$ cat src/rtl/cpu_pkg.sv
// Shared CPU types: writeback payload widths and the entry carried from
// execution-unit producers through the writeback arbiter.
package cpu_pkg;
    localparam int VREG_W = 5;
    localparam int REG_W  = 5;
    localparam int XLEN   = 32;

    typedef struct packed {
        logic [VREG_W-1:0] vregid;
        logic [REG_W-1:0]  dest;
        logic [XLEN-1:0]   val;
    } wb_entry_t;
endpackage

$ cat src/rtl/wb_src_fifo.sv
// Per-producer result FIFO. Ready depends only on the stored count, so a full
// FIFO stays not-ready in the cycle it is popped.
module wb_src_fifo
    import cpu_pkg::*;
#(
    parameter int DEPTH = 2
) (
    input  logic                  clk,
    input  logic                  rst,
    input  logic                  push,
    input  wb_entry_t             push_data,
    input  logic                  pop,
    input  logic                  flush,
    output wb_entry_t             head,
    output logic [$clog2(DEPTH):0] count,
    output logic                  ready
);
    localparam int PTR_W = $clog2(DEPTH);
    localparam logic [PTR_W:0] FULL = (PTR_W + 1)'(DEPTH);

    wb_entry_t        mem [DEPTH];
    logic [PTR_W-1:0] rd_ptr;
    logic [PTR_W-1:0] wr_ptr;
    logic             do_push;
    logic             do_pop;

    assign ready   = (count < FULL) && !flush;
    assign do_push = push && ready;
    assign do_pop  = pop && (count != '0) && !flush;
    assign head    = mem[rd_ptr];

    always_ff @(posedge clk or negedge rst) begin
        if (!rst) begin
            rd_ptr <= '0;
            wr_ptr <= '0;
            count  <= '0;
        end else if (flush) begin
            rd_ptr <= '0;
            wr_ptr <= '0;
            count  <= '0;
        end else begin
            if (do_push) wr_ptr <= wr_ptr + 1'b1;
            if (do_pop)  rd_ptr <= rd_ptr + 1'b1;
            case ({do_push, do_pop})
                2'b10:   count <= count + 1'b1;
                2'b01:   count <= count - 1'b1;
                default: count <= count;
            endcase
        end
    end

    // Payload storage carries no reset; only the pointers decide what is valid.
    always_ff @(posedge clk) begin
        if (do_push) mem[wr_ptr] <= push_data;
    end
endmodule

$ cat src/rtl/writeback_arbiter.sv
// Shares two registered writeback ports among NUM_SRC producer FIFOs with a
// round-robin selector that grants at most one pop per source per cycle.
module writeback_arbiter
    import cpu_pkg::*;
#(
    parameter int NUM_SRC    = 4,
    parameter int FIFO_DEPTH = 2
) (
    input  logic                      clk,
    input  logic                      rst,
    input  logic                      flush,
    input  logic [NUM_SRC-1:0]        src_valid,
    input  logic [VREG_W*NUM_SRC-1:0] src_vregid,
    input  logic [REG_W*NUM_SRC-1:0]  src_dest,
    input  logic [XLEN*NUM_SRC-1:0]   src_val,
    output logic [NUM_SRC-1:0]        src_ready,
    output logic                      wb0_en,
    output logic [VREG_W-1:0]         wb0_vregid,
    output logic [REG_W-1:0]          wb0_dest,
    output logic [XLEN-1:0]           wb0_val,
    output logic                      wb1_en,
    output logic [VREG_W-1:0]         wb1_vregid,
    output logic [REG_W-1:0]          wb1_dest,
    output logic [XLEN-1:0]           wb1_val,
    output logic                      busy
);
    localparam int SRC_W = $clog2(NUM_SRC);
    localparam int CNT_W = $clog2(FIFO_DEPTH) + 1;

    wb_entry_t          head  [NUM_SRC];
    logic [CNT_W-1:0]   count [NUM_SRC];
    logic [NUM_SRC-1:0] nonempty;
    logic [NUM_SRC-1:0] pop;
    logic [SRC_W-1:0]   rr_ptr;
    logic [SRC_W-1:0]   rr_next;
    logic [SRC_W-1:0]   g0_idx;
    logic [SRC_W-1:0]   g1_idx;
    logic               g0;
    logic               g1;

    for (genvar i = 0; i < NUM_SRC; i++) begin : g_src
        wb_entry_t push_data;
        assign push_data = {src_vregid[VREG_W*i +: VREG_W],
                            src_dest[REG_W*i +: REG_W],
                            src_val[XLEN*i +: XLEN]};
        assign nonempty[i] = (count[i] != '0);

        wb_src_fifo #(.DEPTH(FIFO_DEPTH)) u_fifo (
            .clk       (clk),
            .rst       (rst),
            .push      (src_valid[i]),
            .push_data (push_data),
            .pop       (pop[i]),
            .flush     (flush),
            .head      (head[i]),
            .count     (count[i]),
            .ready     (src_ready[i])
        );
    end

    assign busy = |nonempty;

    // Walk the sources once starting at rr_ptr; first hit -> port 0, second -> port 1.
    always_comb begin
        logic [SRC_W-1:0] idx;
        idx    = '0;
        g0     = 1'b0;
        g1     = 1'b0;
        g0_idx = '0;
        g1_idx = '0;
        for (int k = 0; k < NUM_SRC; k++) begin
            idx = SRC_W'((int'(rr_ptr) + k) % NUM_SRC);
            if (nonempty[idx]) begin
                if (!g0) begin
                    g0     = 1'b1;
                    g0_idx = idx;
                end else if (!g1) begin
                    g1     = 1'b1;
                    g1_idx = idx;
                end
            end
        end
    end

    always_comb begin
        pop     = '0;
        rr_next = rr_ptr;
        if (g0) pop[g0_idx] = 1'b1;
        if (g1) pop[g1_idx] = 1'b1;
        if (g1) begin
            rr_next = SRC_W'((int'(g1_idx) + 1) % NUM_SRC);
        end else if (g0) begin
            rr_next = SRC_W'((int'(g0_idx) + 1) % NUM_SRC);
        end
    end

    always_ff @(posedge clk or negedge rst) begin
        if (!rst) begin
            rr_ptr     <= '0;
            wb0_en     <= 1'b0;
            wb1_en     <= 1'b0;
            wb0_vregid <= '0;
            wb0_dest   <= '0;
            wb0_val    <= '0;
            wb1_vregid <= '0;
            wb1_dest   <= '0;
            wb1_val    <= '0;
        end else if (flush) begin
            rr_ptr <= '0;
            wb0_en <= 1'b0;
            wb1_en <= 1'b0;
        end else begin
            rr_ptr <= rr_next;
            wb0_en <= g0;
            wb1_en <= g1;
            if (g0) begin
                wb0_vregid <= head[g0_idx].vregid;
                wb0_dest   <= head[g0_idx].dest;
                wb0_val    <= head[g0_idx].val;
            end
            if (g1) begin
                wb1_vregid <= head[g1_idx].vregid;
                wb1_dest   <= head[g1_idx].dest;
                wb1_val    <= head[g1_idx].val;
            end
        end
    end
endmodule

$ cat config.mk
export PLATFORM = sky130hd
export DESIGN_NAME = writeback_arbiter
export DESIGN_NICKNAME = d
export VERILOG_FILES = /design/src/rtl/cpu_pkg.sv /design/src/rtl/wb_src_fifo.sv /design/src/rtl/writeback_arbiter.sv
export SDC_FILE = /design/constraint.sdc
export NUM_CORES = 1
export LEC_CHECK = 0
export BUFFER_PORTS_ARGS = -buffer_cell sky130_fd_sc_hd__buf_2
export CAP_MARGIN = 15
export CORE_ASPECT_RATIO = 1.25
export CORE_MARGIN = 5
export CORE_UTILIZATION = 60
export DETAILED_ROUTE_END_ITERATION = 8
export PLACE_DENSITY = 0.94
export SLEW_MARGIN = 20
export SYNTH_ARGS = -nofsm -noshare
export SYNTH_HDL_FRONTEND = slang
export SYNTH_SLANG_ARGS = --single-unit
$ cat constraint.sdc
create_clock -name clk -period 10.7 [get_ports clk]
set_input_delay 1.07 -clock clk [delete_from_list [all_inputs] [get_ports clk]]
set_output_delay 1.07 -clock clk [all_outputs]
set_load 0.05 [all_outputs]
==> results of run 1 <==
-- registers in the layout (all words and copies together) (netlist names) --
signal	flops
g_src.u_fifo.mem	336
wb0_val	32
wb1_val	32
g_src.u_fifo.count	8
wb0_dest	5
wb0_vregid	5
wb1_dest	5
wb1_vregid	5
g_src.u_fifo.rd_ptr	4
g_src.u_fifo.wr_ptr	4
rr_ptr	2
wb0_en	1
wb1_en	1
-- Yosys cell counts, types with 2 or more instances --
master       n
or2_2        2
buf_6        6
and3_1       5
or2_1        3
or3_1        5
nand2_1     20
clkbuf_1    49
buf_2       28
xor2_1       2
buf_4       16
dfrtp_1    104
a31oi_1      5
nor2_1     107
ha_1         2
nor2b_1     45
a21o_1       3
a22oi_1      2
a2bb2oi_2    3
a21oi_1    147
o21ai_0      8
a211oi_1    45
nor4_1       2
inv_1        4
nor3_1       8
edfxtp_1   336
nand2b_1     4
o22a_1       2
a211o_1      2
nand3_1      4
mux2i_1    338
xnor2_1      5
mux4_2       2
-- kinds of logic after synthesis --
| group | Yosys count | share of synthesized area (%) |
|---|---|---|
| multiplexers | 340 | 17.86 |
| AO/OA/AOI/OAI | 233 | 7.387 |
| flip-flops | 440 | 66.14 |
| buffers and inverters | 105 | 2.784 |
| AND/OR/NAND/NOR | 212 | 5.327 |
| adder cells (fa/ha/maj) | 3 | 0.1825 |
| XOR/XNOR | 7 | 0.3195 |
-- critical path, stage by stage (launching register included) --
cell,delay [ns]
dfrtp_1,0.86
clkinv_1,0.44
nor4_1,0.60
nor4_4,0.07
a221o_1,0.40
o221a_4,0.30
buf_4,0.40
a2bb2oi_2,0.27
or3_1,0.37
a21oi_1,0.19
-- through the flow --
step                area (um^2)  power, mW  hold WS, ns  setup WS (ns)  cells
finish                    22370      8.104       0.5277          6.657   2030
global route              22370      8.446       0.5450          6.491   2028
CTS                       22300      8.057       0.5304          6.560   2010
detailed placement        20750      6.376       0.5153          6.655   1934
global placement          20750      6.198       0.5066          6.876   1934
floorplan                 19190      5.467       0.5191          5.851   1340
-- power groups by stage --
stage / clock network (mW) / logic (mW) / registers [mW]
detailed placement: 0 / 3.86 / 2.52
floorplan: 0 / 2.56 / 2.91
CTS: 1.65 / 3.91 / 2.49
global placement: 0 / 3.70 / 2.50
global route: 1.73 / 4.19 / 2.53
finish: 1.64 / 3.97 / 2.50
-- worst max path at each step --
| stage | slack, ns | depth (start not counted) | endpoint |
|---|---|---|---|
| finish | 6.66 | 9 | g_src[2].u_fifo.rd_ptr$_DFFE_PN0P_ |
| detailed placement | 6.66 | 10 | g_src[2].u_fifo.count[0]$_DFFE_PN0P_ |
| CTS | 6.56 | 10 | g_src[2].u_fifo.rd_ptr$_DFFE_PN0P_ |
| global route | 6.49 | 10 | g_src[2].u_fifo.rd_ptr$_DFFE_PN0P_ |
| floorplan | 5.85 | 3 | g_src[0].u_fifo.mem[0][0]$_DFFE_PP_ |
| global placement | 6.88 | 10 | g_src[2].u_fifo.rd_ptr$_DFFE_PN0P_ |
-- per-layer routing --
metal  vias up  track usage, %  wire length (um)
li1       5522               -                 -
met3       161           5.008              4484
met5         -               0                11
met1      6363           35.39             18000
met4         2           15.07              2336
met2       813           48.49             27040
-- final cells by class --
| type | count | area [um^2] |
|---|---|---|
| Clock inverter | 26 | 389.1 |
| Fill cell | 1934 | 9320 |
| Sequential cell | 440 | 12710 |
| Antenna cell | 19 | 47.55 |
| Clock buffer | 50 | 1152 |
| Timing Repair Buffer | 283 | 1488 |
| Inverter | 5 | 18.77 |
| Tap cell | 412 | 515.5 |
| Multi-Input combinational cell | 795 | 6056 |
==> results.sh, run 1 <==
export IMPL_grt_total_usage_pct=28.64
export IMPL_grt_ovfl_total=0
export IMPL_finalNetCount=1743
export IMPL_cts_root_buf="clkbuf_16"
export IMPL_h_tree_depth=2
export IMPL_syn_area_um2=19190
export IMPL_cts_buffer_depth=3
export IMPL_ant_nets=0
export IMPL_synth_nets=1517
export IMPL_cts_tree="yes"
export IMPL_end_kind="flop"
export IMPL_layout_common_cells="338 x mux2i_1, 336 x edfxtp_1, 264 x buf_2"
export IMPL_max_slew_margin_pct=29.20
export IMPL_synth_flop_cell="edfxtp_1"
export IMPL_ys_ff_latch=440
export IMPL_clock_sinks=440
export IMPL_hold_start="wb0_val[28]$_DFFE_PN0P_"
export IMPL_timing_rr_end="g_src[2].u_fifo.rd_ptr$_DFFE_PN0P_"
export IMPL_seq_area_frac_synth_pct=66.14
export IMPL_clk_latency_ns=0.55
export IMPL_io_pins=266
export IMPL_p_clk_share_pct=20.3
export IMPL_antenna_found_initial=16
export IMPL_drv_slew=0
export IMPL_yosys_top_cells_area="edfxtp_1 53%, mux2i_1 18%, dfrtp_1 14%, a21oi_1 3.8%, nor2_1 2.1%"
export IMPL_ir_worst_vdd_mv=0.2477
export IMPL_cp_data_arrival_time_ns=4.49
export IMPL_die_area_um2=35680
export IMPL_skew_ns=0.01348
export IMPL_pwr_share_seq_pct=30.8
export IMPL_globalplace_congestion=0.8651
export IMPL_max_freq_mhz=247.4
export IMPL_netlist_cell_type_count=58
export IMPL_clkTransAtPathRegs_ns=0.07
export IMPL_drive_gt1_share_pct=24.02
export IMPL_cts_hold_buffers=0
export IMPL_startpoint="rr_ptr[0]$_DFFE_PN0P_"
export IMPL_final_min_clock_period_ns=4.043
export IMPL_cts_inserted_buffers=41
export IMPL_hold_end="wb0_val[28]$_DFFE_PN0P_"
export IMPL_synth_edff_count=336
export IMPL_leakagePower_nw=8.173
export IMPL_viasPerCell=6.335
export IMPL_ctsResizeCount=0
export IMPL_finalWirelength_um=51870
export IMPL_whs_path_depth=2
export IMPL_hold_viol_final=0
export IMPL_mostFrequentLayoutCell="mux2i_1"
export IMPL_power_density_nw_per_um2=362.2
export IMPL_rows=73
export IMPL_post_cts_buffers=0
export IMPL_worstMarginPinSlew_ns=1.060
export IMPL_dieHeight_um=210.0
export IMPL_die_width_um=170.0
export IMPL_reg2regPathDepth=9
export IMPL_power_share_switching_pct=43.87
export IMPL_path_max_fanout=29
export IMPL_combinationalPowerShare_pct=48.9
export IMPL_fin_crit_sh_pct=37.78
export IMPL_r2r_start="rr_ptr[0]$_DFFE_PN0P_"
export IMPL_setup_viol=0
export IMPL_hold_class="flop to flop"
export IMPL_synthArstFlopShare_pct=23.64
export IMPL_intPower_mw=4.549
export IMPL_path_class="flop to flop"
export IMPL_drc=0
export IMPL_areaGrowthSynthToFinish_pct=16.59
export IMPL_yosysWarnings=0
export IMPL_core_area_um2=31690
export IMPL_portBuffers=265
export IMPL_synth_top_cell_area_share_pct=52.58
export IMPL_synth_cells=1340
export IMPL_power_switching_mw=3.555
export IMPL_crit_required_ns=11.15
export IMPL_dr_pass1_iters=5
export IMPL_drt_iter0_markers=1405
export IMPL_synth_area_per_cell_um2=14.32
export IMPL_rrSetupSlack_ns=6.66
export IMPL_grt_max_degree=93
export IMPL_maxCapViolCount=0
export IMPL_outcome="finished clean"
export IMPL_yosysTopAreaCell="edfxtp_1"
export IMPL_place_hpwl_um=30600
export IMPL_post_drt_wl_per_cell_um=25.55
export IMPL_grt_pass1_vias=13593
export IMPL_initial_core_util_pct=60.55
export IMPL_worstSetupStartpointType="flop"
export IMPL_final_core_util_pct=70.59
export IMPL_timing_setup_tns_ns=0
export IMPL_grt_pass1_wl_um=78090
export IMPL_num_vias=12861
export IMPL_rsz0062_at_grt="false"
Note: power is estimated with default switching activity, not from simulation.
==> run 2, diff against run 1 <==
--- a/config.mk
+++ b/config.mk
@@ -9,9 +9,9 @@
 export CAP_MARGIN = 15
 export CORE_ASPECT_RATIO = 1.25
 export CORE_MARGIN = 5
-export CORE_UTILIZATION = 60
+export CORE_UTILIZATION = 52
 export DETAILED_ROUTE_END_ITERATION = 8
-export PLACE_DENSITY = 0.94
+export PLACE_DENSITY = 0.87
 export SLEW_MARGIN = 20
 export SYNTH_ARGS = -nofsm -noshare
 export SYNTH_HDL_FRONTEND = slang
==> constraint.sdc (replaced) <==
create_clock -name clk -period 3.5 [get_ports clk]
set_input_delay 0.35 -clock clk [delete_from_list [all_inputs] [get_ports clk]]
set_output_delay 0.35 -clock clk [all_outputs]
set_load 0.05 [all_outputs]
==> run 2 against run 1 <==
- sequential cell count did not move
- design area up 8.2%
- global-route usage shrank 2.2 points
- largest cell class unchanged
- largest power group unchanged
- highest routed layer is now met4
==> results.sh, run 2 (synthesis results as in run 1) <==
export IMPL_outcome="finished clean"
export IMPL_r2r_start="g_src[3].u_fifo.count[0]$_DFFE_PN0P_"
export IMPL_post_drt_wl_per_cell_um=24.25
export IMPL_fill_cells=2442
export IMPL_drc=0
export IMPL_h_tree_depth=2
export IMPL_hold_viol_final=0
export IMPL_mostFrequentLayoutCell="mux2i_1"
export IMPL_largest_reg_flops=336
export IMPL_clkTransAtPathRegs_ns=0.06
export IMPL_place_hpwl_um=32070
export IMPL_fin_crit_sh_pct=93.49
export IMPL_power_density_nw_per_um2=1034
export IMPL_skew_ns=0.02100
export IMPL_cts_buffer_depth=3
export IMPL_grt_ovfl_total=0
export IMPL_reg_top3="g_src.u_fifo.mem (336), wb0_val (32), wb1_val (32)"
export IMPL_die_area_um2=40870
export IMPL_path_max_fanout=34
export IMPL_max_slew_margin_pct=34.10
export IMPL_rsz0062_at_grt="false"
export IMPL_rrSetupSlack_ns=0.23
export IMPL_reg2regPathDepth=11
export IMPL_ir_worst_vdd_mv=0.9778
export IMPL_dieHeight_um=224.8
export IMPL_dr_pass1_iters=7
export IMPL_top_register="g_src.u_fifo.mem"
export IMPL_finalNetCount=1917
export IMPL_max_freq_mhz=305.6
export IMPL_hold_class="input pin to flop"
export IMPL_timing_setup_tns_ns=0
export IMPL_finalWirelength_um=54980
export IMPL_timing_rr_end="rr_ptr[1]$_DFFE_PN0P_"
export IMPL_drv_slew=0
export IMPL_path_class="flop to flop"
export IMPL_setup_viol=0
export IMPL_cts_root_buf="clkbuf_16"
export IMPL_leakagePower_nw=8.908
export IMPL_globalplace_congestion=0.9060
export IMPL_drt_iter0_markers=1154
export IMPL_num_vias=13494
export IMPL_cts_inserted_buffers=43
export IMPL_clk_latency_ns=0.55
export IMPL_clock_sinks=440
export IMPL_grt_total_usage_pct=26.41
export IMPL_crit_required_ns=3.93
export IMPL_drive_gt1_share_pct=22.04
export IMPL_cts_tree="yes"
export IMPL_grt_pass1_wl_um=83070
export IMPL_grt_pass1_vias=14469
export IMPL_ant_nets=0
export IMPL_layout_common_cells="338 x mux2i_1, 336 x edfxtp_1, 264 x buf_2"
export IMPL_p_total_mw=25.01
export IMPL_worstSetupStartpointType="flop"
export IMPL_cp_data_arrival_time_ns=3.71
export IMPL_final_min_clock_period_ns=3.272
export IMPL_grt_max_degree=76
export IMPL_critPathCapture="rr_ptr[1]$_DFFE_PN0P_"
export IMPL_end_kind="flop"
export IMPL_startpoint="g_src[3].u_fifo.count[0]$_DFFE_PN0P_"
export IMPL_initial_core_util_pct=52.72
export IMPL_antenna_found_initial=11
export IMPL_maxCapViolCount=0
export IMPL_io_pins=266
export IMPL_worstMarginPinSlew_ns=0.9884
export IMPL_viasPerCell=5.952
export IMPL_core_area_um2=36400
export IMPL_die_width_um=181.8
export IMPL_areaGrowthSynthToFinish_pct=26.12
export IMPL_portBuffers=265
export IMPL_whs_path_depth=1
export IMPL_rows=78
## run 2: repair_timing
| item | 4_1_cts | 5_1_grt |
|---|---|---|
| resized for setup | 0 | 0 |
| buffers inserted | 0 | 0 |
| endpoints found under the hold margin | 336 | 2 |
| hold buffers | 160 | 1 |
## run 2: cell type report
class | count | area (um^2) | area share [%]
Antenna cell | 13 | 32.53 | 0.1344
Clock buffer | 57 | 1211 | 5.004
Sequential cell | 440 | 12710 | 52.50
Tap cell | 480 | 600.6 | 2.481
Multi-Input combinational cell | 795 | 6062 | 25.05
Timing Repair Buffer | 455 | 3349 | 13.84
Inverter | 5 | 18.77 | 0.07754
Clock inverter | 22 | 221.5 | 0.9150
## run 2: worst max-delay path, stage by stage, from the launching register on
cell and delay (ns):
dfrtp_1 0.45, or2_1 0.41, mux4_2 0.55, ha_1 0.23
inv_1 0.09, o221ai_1 0.16, a311oi_4 0.42, buf_4 0.21
buf_12 0.21, xnor2_1 0.14, mux2i_1 0.08, a21o_1 0.18
## run 2: routing by layer
metal  part of all wire [%]  global-route usage [%]  vias up
met5                      0                       0        -
met4                    6.2                   15.35        0
met3                    7.3                   4.141      237
met2                     51                   46.10      812
met1                     35                   31.00     6579
li1                       -                       -     5866
## run 2: per-stage QoR
| step | instances | hold slack [ns] | worst slack [ns] | instance area, um^2 | utilization [%] |
|---|---|---|---|---|---|
| after floorplan | 1340 | 0.05441 | 0.5624 | 19200 | - |
| after detailed placement | 2014 | 0.5117 | 0.3152 | 21120 | 58.03 |
| after global routing | 2265 | 0.002551 | 0.09693 | 24200 | 66.47 |
| final | 2267 | 0.01805 | 0.2279 | 24200 | 66.49 |
| after CTS | 2253 | 0.0005780 | 0.2888 | 24160 | 66.36 |
| after global placement | 2014 | 0.5083 | 0.4116 | 21120 | 58.03 |
## run 2: worst min path at each step
stage                                       start                              endpoint  slack [ns]
after global placement    wb0_dest[2]$_DFFE_PN0P_               wb0_dest[2]$_DFFE_PN0P_        0.51
after global routing                  src_val[62]  g_src[1].u_fifo.mem[1][30]$_DFFE_PP_       0.003
final                                 src_val[62]  g_src[1].u_fifo.mem[0][30]$_DFFE_PP_        0.02
after CTS                            src_val[126]  g_src[3].u_fifo.mem[0][30]$_DFFE_PP_      0.0006
after floorplan                               rst  g_src[0].u_fifo.count[0]$_DFFE_PN0P_        0.05
after detailed placement  wb0_dest[2]$_DFFE_PN0P_               wb0_dest[2]$_DFFE_PN0P_        0.51
## run 2: power by group
| group | internal [mW] | switching (mW) | leakage, nW |
|---|---|---|---|
| registers | 6.73 | 0.892 | 4.26 |
| logic | 4.52 | 8.15 | 3.94 |
| clock network | 2.74 | 1.99 | 0.707 |
==> run 3, diff against run 2 <==
--- a/config.mk
+++ b/config.mk
@@ -9,9 +9,11 @@
 export CAP_MARGIN = 15
 export CORE_ASPECT_RATIO = 1.25
 export CORE_MARGIN = 5
-export CORE_UTILIZATION = 52
+export CORE_UTILIZATION = 54
+export CTS_BUF_LIST = sky130_fd_sc_hd__clkbuf_4
+export CTS_CLUSTER_DIAMETER = 100
 export DETAILED_ROUTE_END_ITERATION = 8
-export PLACE_DENSITY = 0.87
+export PLACE_DENSITY = 0.9
 export SLEW_MARGIN = 20
 export SYNTH_ARGS = -nofsm -noshare
 export SYNTH_HDL_FRONTEND = slang
==> run 3 against run 2 <==
- global-route usage is 3.0 points higher
- routed wire length is 6.0% higher
- sequential share of layout area hardly changed
- worst setup slack worse by 0.15 ns
- worst hold slack better by 0.24 ns
- via count is 5.2% higher
- critical path depth is 1 lower
- combinational power hardly changed
- count of clock-buffer cells in the layout is 90 higher
- critical endpoint is now wb1_val[17]$_DFFE_PN0P_
- largest power group unchanged
==> results.sh, run 3 (synthesis results as in run 1) <==
export IMPL_drt_iter0_markers=1474
export IMPL_io_pins=266
export IMPL_hold_start="src_vregid[13]"
export IMPL_p_total_mw=24.75
export IMPL_wl_met2_um=30360
export IMPL_dieHeight_um=220.8
export IMPL_ant_nets=0
export IMPL_hold_class="input pin to flop"
export IMPL_largest_reg_flops=336
export IMPL_grt_pass1_wl_um=86610
export IMPL_max_slew_margin_pct=30.62
export IMPL_clk_latency_ns=0.82
export IMPL_globalplace_congestion=0.8220
export IMPL_grt_max_degree=70
export IMPL_core_area_um2=35260
export IMPL_timing_setup_tns_ns=0
export IMPL_grt_total_usage_pct=29.41
export IMPL_cpMostUsedCell="a21oi_1"
export IMPL_worstMarginPinSlew_ns=1.041
export IMPL_rows=77
export IMPL_mostFrequentLayoutCell="mux2i_1"
export IMPL_timing_hold_ws_ns=0.2543
export IMPL_cp_data_arrival_time_ns=4.06
export IMPL_finalWirelength_um=58260
export IMPL_dpl_instance_area_um2=21110
export IMPL_portBuffers=265
export IMPL_maxCapViolCount=0
export IMPL_final_min_clock_period_ns=3.423
export IMPL_rrSetupSlack_ns=0.08
export IMPL_cts_root_buf="clkbuf_4"
export IMPL_end_kind="flop"
export IMPL_post_drt_wl_per_cell_um=24.44
export IMPL_reg2regPathDepth=10
export IMPL_path_class="flop to flop"
export IMPL_layout_common_cells="338 x mux2i_1, 336 x edfxtp_1, 264 x buf_2"
export IMPL_top_register="g_src.u_fifo.mem"
export IMPL_wl_met3_um=4566
export IMPL_reg_top3="g_src.u_fifo.mem (336), wb0_val (32), wb1_val (32)"
export IMPL_ir_worst_vdd_mv=0.6455
export IMPL_finalNetCount=1994
export IMPL_path_max_fanout=41
export IMPL_critical_path_cell_chain="or2_1 -> mux4_2 -> ha_1 -> inv_1 -> o221ai_1 -> a311oi_4 -> buf_12 -> a211oi_1 -> a21oi_1 -> a21oi_1"
export IMPL_setup_viol=0
export IMPL_post_cts_buffers=0
export IMPL_h_tree_depth=3
export IMPL_hold_viol_final=0
export IMPL_slowest_delay_ns=0.69
export IMPL_hold_end="g_src[2].u_fifo.mem[0][40]$_DFFE_PP_"
export IMPL_antenna_found_initial=8
export IMPL_routed_top_layer="met4"
export IMPL_die_width_um=178.6
export IMPL_final_cell_area_um2=24190
export IMPL_cts_buffer_depth=3
export IMPL_clkTransAtPathRegs_ns=0.08
export IMPL_power_density_nw_per_um2=1023
export IMPL_crit_required_ns=4.14
export IMPL_worstSetupStartpointType="flop"
export IMPL_grt_pass1_vias=15350
export IMPL_viasPerCell=5.954
export IMPL_num_vias=14195
export IMPL_place_hpwl_um=33020
export IMPL_path_buf_inv=2
export IMPL_fin_crit_sh_pct=97.80
export IMPL_wl_met1_um=19930
export IMPL_cts_inserted_buffers=101
export IMPL_die_area_um2=39430
export IMPL_max_freq_mhz=292.1
export IMPL_cts_tree="yes"
export IMPL_rsz0062_at_grt="false"
export IMPL_dr_pass1_iters=6
export IMPL_outcome="finished clean"
export IMPL_skew_ns=0.04707
export IMPL_r2r_start="g_src[2].u_fifo.count[1]$_DFFE_PN0P_"
export IMPL_pre_cts_ws_ns=0.2145
export IMPL_drive_gt1_share_pct=25.89
export IMPL_critical_path_slowest_cell="a311oi_4"
export IMPL_fin_ws_ns=0.07695
export IMPL_drc=0
export IMPL_initial_core_util_pct=54.42
export IMPL_cpLargestDelayFamily="compound AO/OA/AOI/OAI gates"
export IMPL_clock_sinks=440
export IMPL_leakagePower_nw=9.057
export IMPL_grt_ovfl_total=0
export IMPL_drv_slew=0
export IMPL_whs_path_depth=2
export IMPL_areaGrowthSynthToFinish_pct=26.06
export IMPL_timing_rr_end="wb1_val[17]$_DFFE_PN0P_"
## run 3: cell types whose count changed in the layout (fill, tap and decap cells not counted), moves of 2 or more
| cell | change |
|---|---|
| buf_12 | -4 |
| buf_4 | +11 |
| bufinv_16 | -2 |
| clkbuf_1 | -8 |
| clkbuf_16 | -45 |
| clkbuf_4 | +147 |
| clkbuf_8 | -4 |
| clkinv_1 | +20 |
| clkinv_2 | -3 |
| diode_2 | -3 |
| dlygate4sd3_1 | +13 |
| inv_2 | +4 |
## run 3: layout make-up
type	instances	area [um^2]
antenna	10	25.02
clock buffer	147	1104
clock inverter	39	211.5
fill	2284	11070
inverter	5	18.77
multi-input combinational	795	6062
sequential	440	12710
tap	474	593.1
timing repair buffer	474	3471
## run 3: what timing repair did
| item | CTS | global route |
|---|---|---|
| hold buffers | 174 | 0 |
| endpoints found under the hold margin | 410 | 0 |
| resized for setup | 0 | 0 |
| setup endpoints to repair | 0 | 6 |
## run 3: stage by stage
stage / util [%] / instances
4_1_cts: 68.54 / 2374
6_report: 68.61 / 2384
5_1_grt: 68.61 / 2384
2_1_floorplan: - / 1340
3_5_place_dp: 59.87 / 2014
3_3_place_gp: 59.87 / 2014
## run 3: metal layers
metal  up-vias  GRT usage [%]
met2       931          51.40
met3       252          6.152
met1      6941          32.91
met5         -              0
met4         0          18.04
li1       6071              -
## run 3: worst max-delay path by stage
stage | startpoint | endpoint | slack, ns | depth (start not counted)
after floorplan | flush | g_src[3].u_fifo.mem[0][0]$_DFFE_PP_ | 0.56 | 4
after global placement | g_src[3].u_fifo.count[0]$_DFFE_PN0P_ | wb1_val[31]$_DFFE_PN0P_ | 0.35 | 10
after detailed placement | g_src[3].u_fifo.count[0]$_DFFE_PN0P_ | wb1_vregid[3]$_DFFE_PN0P_ | 0.21 | 10
after CTS | g_src[2].u_fifo.count[1]$_DFFE_PN0P_ | wb1_val[31]$_DFFE_PN0P_ | 0.19 | 10
after global routing | g_src[2].u_fifo.count[1]$_DFFE_PN0P_ | wb1_val[4]$_DFFE_PN0P_ | 0.03 | 10
final | g_src[2].u_fifo.count[1]$_DFFE_PN0P_ | wb1_val[17]$_DFFE_PN0P_ | 0.08 | 10
## run 3: power by group
part,switching (mW),leakage [nW],total (mW),internal (mW)
clock,2.10,0.788,4.19,2.09
sequential,0.891,4.26,7.61,6.72
combinational,8.39,4.00,12.9,4.56
total,11.4,9.06,24.7,13.4
